### src/rtl/filt_pkg.sv
// Shared types and constants for the guitar filter datapath.
// Used by the sample sequencer and the diffEq core wrapper.
package filt_pkg;

  typedef enum logic [1:0] {
    ST_IDLE   = 2'd0,
    ST_SETTLE = 2'd1,
    ST_HOLD   = 2'd2
  } seq_state_t;

  localparam logic FT_LPF = 1'b0;
  localparam logic FT_HPF = 1'b1;

  localparam int CNT_W = 4;
  localparam int OVR_W = 8;

  function automatic int midscale(int n);
    return 1 << (n - 1);
  endfunction

endpackage

### src/rtl/filt_sample_seq.sv
// Sample sequencer: holds x/y history for the diffEq core, waits
// for it to settle, then hands the result to the DAC side.
module filt_sample_seq
  import filt_pkg::*;
#(
  parameter int N      = 10,
  parameter int SETTLE = 2
) (
  input  logic                clk,
  input  logic                reset_n,
  input  logic                clear,
  input  logic                in_valid,
  input  logic [N-1:0]        in_sample,
  output logic                in_ready,
  output logic [1:0][N-1:0]   filt_x,
  output logic [N-1:0]        filt_y,
  input  logic [N-1:0]        filt_out,
  output logic                out_valid,
  input  logic                out_ready,
  output logic [N-1:0]        out_sample,
  output logic [OVR_W-1:0]    overrun_cnt
);

  localparam int         MID_I  = midscale(N);
  localparam logic [N-1:0] MID  = MID_I[N-1:0];
  localparam int         INIT_I = SETTLE - 1;
  localparam logic [CNT_W-1:0] CNT_INIT = INIT_I[CNT_W-1:0];
  localparam logic [OVR_W-1:0] OVR_MAX  = '1;

  seq_state_t       state;
  logic [CNT_W-1:0] cnt;
  logic             drop;

  // strobes arriving while busy are lost; the source never waits
  assign drop = in_valid & ~in_ready;

  always_ff @(posedge clk or negedge reset_n) begin
    if (!reset_n) begin
      state       <= ST_IDLE;
      cnt         <= '0;
      in_ready    <= 1'b1;
      filt_x[0]   <= MID;
      filt_x[1]   <= MID;
      filt_y      <= MID;
      out_sample  <= MID;
      out_valid   <= 1'b0;
      overrun_cnt <= '0;
    end else if (clear) begin
      state       <= ST_IDLE;
      cnt         <= '0;
      in_ready    <= 1'b1;
      filt_x[0]   <= MID;
      filt_x[1]   <= MID;
      filt_y      <= MID;
      out_sample  <= MID;
      out_valid   <= 1'b0;
      overrun_cnt <= '0;
    end else begin
      if (drop && overrun_cnt != OVR_MAX)
        overrun_cnt <= overrun_cnt + 1'b1;

      unique case (state)
        ST_IDLE: begin
          if (in_valid) begin
            filt_x[1] <= filt_x[0];
            filt_x[0] <= in_sample;
            cnt       <= CNT_INIT;
            in_ready  <= 1'b0;
            state     <= ST_SETTLE;
          end
        end
        ST_SETTLE: begin
          if (cnt == '0) begin
            out_sample <= filt_out;
            filt_y     <= filt_out;
            out_valid  <= 1'b1;
            state      <= ST_HOLD;
          end else begin
            cnt <= cnt - 1'b1;
          end
        end
        ST_HOLD: begin
          if (out_ready) begin
            out_valid <= 1'b0;
            in_ready  <= 1'b1;
            state     <= ST_IDLE;
          end
        end
        default: begin
          state    <= ST_IDLE;
          in_ready <= 1'b1;
        end
      endcase
    end
  end

endmodule
### config.mk
export PLATFORM = sky130hd
export DESIGN_NAME = filt_sample_seq
export DESIGN_NICKNAME = d
export VERILOG_FILES = /design/src/rtl/filt_pkg.sv /design/src/rtl/filt_sample_seq.sv
export SDC_FILE = /design/constraint.sdc
export NUM_CORES = 1
export LEC_CHECK = 0
export ABC_AREA = 1
export CAP_MARGIN = 5
export CORE_ASPECT_RATIO = 1.5
export CORE_MARGIN = 1.5
export CORE_UTILIZATION = 51
export CTS_BUF_LIST = sky130_fd_sc_hd__clkbuf_2 sky130_fd_sc_hd__clkbuf_4 sky130_fd_sc_hd__clkbuf_8
export CTS_CLUSTER_DIAMETER = 120
export DETAILED_ROUTE_END_ITERATION = 6
export HOLD_SLACK_MARGIN = 0.15
export PLACE_DENSITY = 0.93
export SLEW_MARGIN = 20
export SYNTH_ARGS = -nofsm -noshare
export SYNTH_HDL_FRONTEND = slang
export SYNTH_SLANG_ARGS = --single-unit
### constraint.sdc
create_clock -name clk -period 3.1 [get_ports clk]
set_input_delay 0.31 -clock clk [delete_from_list [all_inputs] [get_ports clk]]
set_output_delay 0.31 -clock clk [all_outputs]
set_load 0.02 [all_outputs]
## After elaboration in Yosys (flattened, before gate mapping)

Index checks and enable logic that the tools add are counted.

- Register bits after elaboration: 46
- Input port bits: 25
- Output and inout bits: 50
- Word-level logic and storage cells: 61

- Add/sub/neg operators: 2
- Equality and inequality tests: 8
- Multiplexer cells: 25
- Bitwise logic cells: 2
- Reductions and logical operators: 16

Operators with widths:

| kind | count |
|---|---|
| two-way mux 20 bit | 3 |
| two-way mux 10 bit | 3 |
| two-way mux 8 bit | 2 |
| two-way mux 4 bit | 3 |
| != test 3 bit (second input constant) | 4 |
| AND reduction 3 bit | 4 |
| nonzero test 2 bit | 5 |
| adder 8 x 1 -> 8 bit (second input constant) | 1 |
| two-way mux 2 bit | 4 |
| != test 8 bit (second input constant) | 1 |
| case mux 4 bit (2 select lines) | 1 |
| two-way mux 1 bit | 6 |
| case mux 2 bit (3 select lines) | 1 |
| nonzero test 3 bit | 2 |
| logical NOT 4 bit | 1 |
| AND reduction 2 bit | 2 |
| subtractor 4 x 1 -> 4 bit (second input constant) | 1 |
| case mux 1 bit (3 select lines) | 1 |
| == test 2 x 1 -> 1 bit (second input constant) | 1 |
| == test 2 bit (second input constant) | 1 |
| logical NOT 2 bit | 1 |
| != test 2 bit (second input constant) | 1 |
| case mux 1 bit (2 select lines) | 1 |
| bitwise AND 1 bit | 1 |
| 2 further kinds | 2 |

## Depth between registers and ports, before layout

- Word-level depth: 5
- Gate-level depth with buffers: 9
- Mapped depth without buffers: 9

## Least setup slack after synthesis

Ideal clock, no wire load.

- Path kind: register to register
- Start: register overrun_cnt[0]
- End: register overrun_cnt[5]
- Arrival: 1.235 ns
- Required time: 2.983 ns
- Path slack: 1.748 ns
- Stages on the path, launching flop included: 9
- Path buffers: 0
- Period minus slack after synthesis: 1.352 ns
- Cell sequence: dfrtp_1 -> ha_1 -> nand2_1 -> nor2_2 -> nand2_1 -> nand2_2 -> nor2_2 -> nand2_1 -> nand2_1

- Word-level cells in the longest chain between the ends: 3
- Elaborated cells between the ends (all ways): 6
- Classes of those cells: 1 x add/sub; 1 x eq/ne; 2 x mux; 2 x reduce/logical

Ends and longest elaborated chain:

| element | RTL line | RTL |
|---|---|---|
| from (decl) | filt_sample_seq.sv:21 | `output logic [OVR_W-1:0] overrun_cnt` |
| from (signal assigned) | filt_sample_seq.sv:60 | `overrun_cnt <= overrun_cnt + 1'b1;` |
| adder 8 x 1 -> 8 bit or != test 8 bit (tied branches) | filt_sample_seq.sv:60, filt_sample_seq.sv:59 |  |
| two-way mux 8 bit or logical AND 1 bit (tied branches) | filt_sample_seq.sv:59 | `if (drop && overrun_cnt != OVR_MAX)` |
| two-way mux 8 bit or nonzero test 2 bit (tied branches) | - |  |

Several ways; a longest one is shown, not always the timed one. The select of a mux whose other input is x is not followed.
A chain may end at the register's enable or synchronous reset.

## Worst setup path in the final report

- Start: input clear
- End: register filt_x[10] (netlist bit)

- Word-level cells in the longest chain between the ends: 2
- Elaborated cells between the ends (all ways): 4
- Classes of those cells: 1 x mux; 3 x reduce/logical

Ends and longest elaborated chain:

| element | RTL line | RTL |
|---|---|---|
| from (decl) | filt_sample_seq.sv:11 | `input logic clear,` |
| nonzero test 2 bit (no line) | - |  |
| AND reduction 2 bit (no line) | - |  |
| to (decl) | filt_sample_seq.sv:15 | `output logic [1:0][N-1:0] filt_x,` |

Several ways; a longest one is shown, not always the timed one.

==> flow_metrics.env <==
export IMPL_outcome="finished clean"
export IMPL_hold_path_class="reg2reg"
export IMPL_final_max_slew_viol_count=0
export IMPL_routabilityCongestion=0.8039
export IMPL_synthesis_area_um2=2268
export IMPL_row_count=29
export IMPL_slowest_stage="clkdlybuf4s50_1"
export IMPL_fmax_mhz=500.3
export IMPL_cts_tree="yes"
export IMPL_ant_nets=0
export IMPL_crit_path_frequent_cell="nand2_1"
export IMPL_fp_coreArea_um2=4245
export IMPL_die_y_um=84.68
export IMPL_syn_to_final_growth_pct=35.19
export IMPL_synth_fp_nets=296
export IMPL_ctsHoldBuffers=0
export IMPL_p_leak_nw=1.412
export IMPL_clock_latency_ns=0.30
export IMPL_grt_first_pass_wirelength_um=9342
export IMPL_drt_initial_drc_count=72
export IMPL_antenna_cells=0
export IMPL_cts_setup_buffers=0
export IMPL_cts_root_buf="clkbuf_8"
export IMPL_grt_max_degree=47
export IMPL_syn_area_per_cell_um2=8.464
export IMPL_vias_per_cell=5.199
export IMPL_dpl_worst_slack_ns=0.8102
export IMPL_worstPathCellList="clkdlybuf4s50_1, inv_2, nand2_1, inv_1, nand2_1, o21ai_0"
export IMPL_worstPathRequired_ns=3.28
export IMPL_synth_xor_area_share=0.01158
export IMPL_synth_compound_area_frac=0.09928
export IMPL_setup_viol=0
export IMPL_synth_top_family_by_area="simple AND/OR/NAND/NOR gates"
export IMPL_tns_ns=0
export IMPL_clk_pin_slew_ns=0.09
export IMPL_startpoint="clear"
export IMPL_grt_pass1_vias=2037
export IMPL_finClkSkew_ns=0.009492
export IMPL_synth_seq_cells=46
export IMPL_grt_overflow_total=0
export IMPL_post_cts_resized=0
export IMPL_regToRegStartpoint="state[0]"
export IMPL_drc=0
export IMPL_timing_final_ws_setup_ns=1.101
export IMPL_layout_min_cycle_time_ns=1.999
export IMPL_io_buffers=74
export IMPL_synthMuxAreaShare=0
export IMPL_htree_levels=2
export IMPL_rsz0062_at_grt="false"
export IMPL_worstSetupEndpoint="filt_x[10]"
export IMPL_wl_per_cell_um=14.47
export IMPL_seq_area_frac_synth=0.5097
export IMPL_netlist_instances=268
export IMPL_synth_cell_types=28
export IMPL_final_hold_violation_count=0
export IMPL_rr_endpoint="filt_x[10]"
export IMPL_finalCritPeriodShare=0.6448
export IMPL_switching_power_w=0.0005140
export IMPL_dieArea_um2=4865
export IMPL_reg2reg_depth=6
export IMPL_cp_data_arrival_time_ns=2.18
export IMPL_yosys_warnings=0
export IMPL_ff2ff_setup_slack_ns=1.60
export IMPL_vias=1986
export IMPL_critPathMaxFanout=21
export IMPL_tightest_slew_ns=0.5626
export IMPL_placedCellCount=373
export IMPL_cts_buffers=5
export IMPL_comb_power_share=0.277
export IMPL_synth_adder_area_share=0.01655
export IMPL_dp_hpwl_um=4131
export IMPL_slew_headroom=0.6250
export IMPL_wirelength_um=5528
export IMPL_pwr_share_clk=0.283
export IMPL_cp_slowest_stage_delay_ns=0.79
export IMPL_start_util=0.5343
export IMPL_intPower_w=0.001083
export IMPL_peakVddDrop_mv=0.4590
export IMPL_die_x_um=57.46
export IMPL_crit_path_start_kind="primary input"
export IMPL_cellPowerDensity_nw_per_um2=520.8
export IMPL_nNetsFinal=363
export IMPL_maxCapViolCount=0
export IMPL_synthSimpleGateAreaFrac=0.2350
export IMPL_seq_power_share=0.440
export IMPL_cp_end_kind="flip-flop"
export IMPL_netSwitchingFraction=0.3219
export IMPL_cts_sinks=46
export IMPL_layout_drive_gt1_share=0.1071
export IMPL_crit_type="in2reg"
export IMPL_clockBufferDepth=2
export IMPL_antenna_found_initial=0
export IMPL_grt_usage=0.2457
export IMPL_ioPinCount=75
export IMPL_fin_cells=382
export IMPL_dr_pass1_iters=4
synthesized netlist by cell type:
| cell type | n | area [um2] |
|---|---|---|
| nand2_1 | 61 | 229.0 |
| o21ai_1 | 2 | 10.01 |
| nand2_4 | 1 | 11.26 |
| nand3_1 | 21 | 105.1 |
| inv_2 | 4 | 15.01 |
| inv_1 | 38 | 142.6 |
| nor2_4 | 3 | 33.78 |
| buf_2 | 1 | 5.000 |
| nor2_1 | 18 | 67.56 |
| nand2_2 | 4 | 25.02 |
| o21bai_1 | 1 | 7.510 |
| nand4_1 | 1 | 6.260 |
| dfrtp_1 | 42 | 1051 |
| a21oi_1 | 7 | 35.03 |
| xor2_1 | 2 | 17.52 |
| or2_2 | 1 | 6.260 |
| buf_6 | 3 | 33.78 |
| inv_8 | 1 | 11.26 |
| o21ai_0 | 28 | 140.1 |
| xnor2_1 | 1 | 8.760 |
| ha_1 | 3 | 37.54 |
| nand3b_2 | 1 | 11.26 |
| a21oi_2 | 1 | 8.760 |
| o31ai_1 | 1 | 7.510 |
| dfstp_2 | 4 | 105.1 |
| nor2_2 | 6 | 37.54 |
| o21ai_4 | 1 | 16.27 |
| buf_4 | 11 | 82.58 |
how the worst min path moves through the flow:
stage / from / end / slack (ns) / cells past startpoint
after floorplan: reset_n / cnt[0] / 0.01 / 0
after global placement: cnt[0] / cnt[0] / 0.46 / 2
after detailed placement: cnt[0] / cnt[0] / 0.47 / 2
after CTS: reset_n / filt_x[17] / 0.20 / 1
after global routing: filt_x[14] / filt_x[14] / 0.52 / 2
final: cnt[0] / cnt[0] / 0.49 / 2
metal layers:
layer | GRT usage | share of wire | vias to the layer above
met1 | 0.2802 | 0.37 | 963
met4 | 0.1015 | 0.022 | 0
met5 | 0 | 0 | -
met3 | 0.04160 | 0.036 | 13
li1 | - | - | 956
met2 | 0.4411 | 0.57 | 54
cells by family (layout without fill, tap and decap cells):
logic type               count (synthesis)  in the layout
buffers and inverters                   58            126
flip-flops                              46             46
adder cells (fa/ha/maj)                  3              3
AO/OA/AOI/OAI                           41             41
AND/OR/NAND/NOR                        117            117
XOR/XNOR                                 3              3
power groups by stage:
stage / Combinational (W) / Sequential [W] / Clock (W)
global placement: 0.000426 / 0.000711 / 0
CTS: 0.000444 / 0.000702 / 0.000452
detailed placement: 0.000439 / 0.000713 / 0
finish: 0.000442 / 0.000703 / 0.000452
global route: 0.000483 / 0.000710 / 0.000481
floorplan: 0.000216 / 0.000759 / 0
worst max-delay path: cells and delay by family:
family / cells / cell delay (ns)
AND/OR/NAND/NOR: 2 / 0.46
buffers and inverters: 3 / 1.31
AO/OA/AOI/OAI: 1 / 0.10
registers in the layout, indices dropped and copies added (netlist names):
signal	count
filt_x	20
out_sample	10
overrun_cnt	8
cnt	4
state	2
in_ready	1
out_valid	1
metrics by stage:
step	area (um2)	hold slack (ns)	total power [W]	util
floorplan	2268	0.01441	0.0009748	-
global placement	2940	0.4612	0.001137	0.6926
detailed placement	2940	0.4657	0.001153	0.6926
CTS	3054	0.1991	0.001598	0.7194
global route	3067	0.5213	0.001673	0.7224
finish	3067	0.4891	0.001597	0.7224
area by class of cell:
cell class              count  area [um2]
clock buffers               5       68.82
clock inverters             3       45.04
well taps                  46       57.56
inverters                  43       168.9
fillers                   304        1179
multi-input cells         164       822.0
repair buffers             75       748.2
flip-flops and latches     46        1156
layout by cell type, fill, tap and decap left out, types with 5 or more instances in the layout:
cell type,synthesis,routed
nand2_1,61,61
inv_1,38,38
o21ai_0,28,28
nor2_2,6,6
nor2_1,18,18
clkbuf_8,0,5
dfrtp_1,42,42
a21oi_1,7,7
clkdlybuf4s50_1,0,73
nand3_1,21,21
No activity file was read; power rests on OpenSTA's default activity.
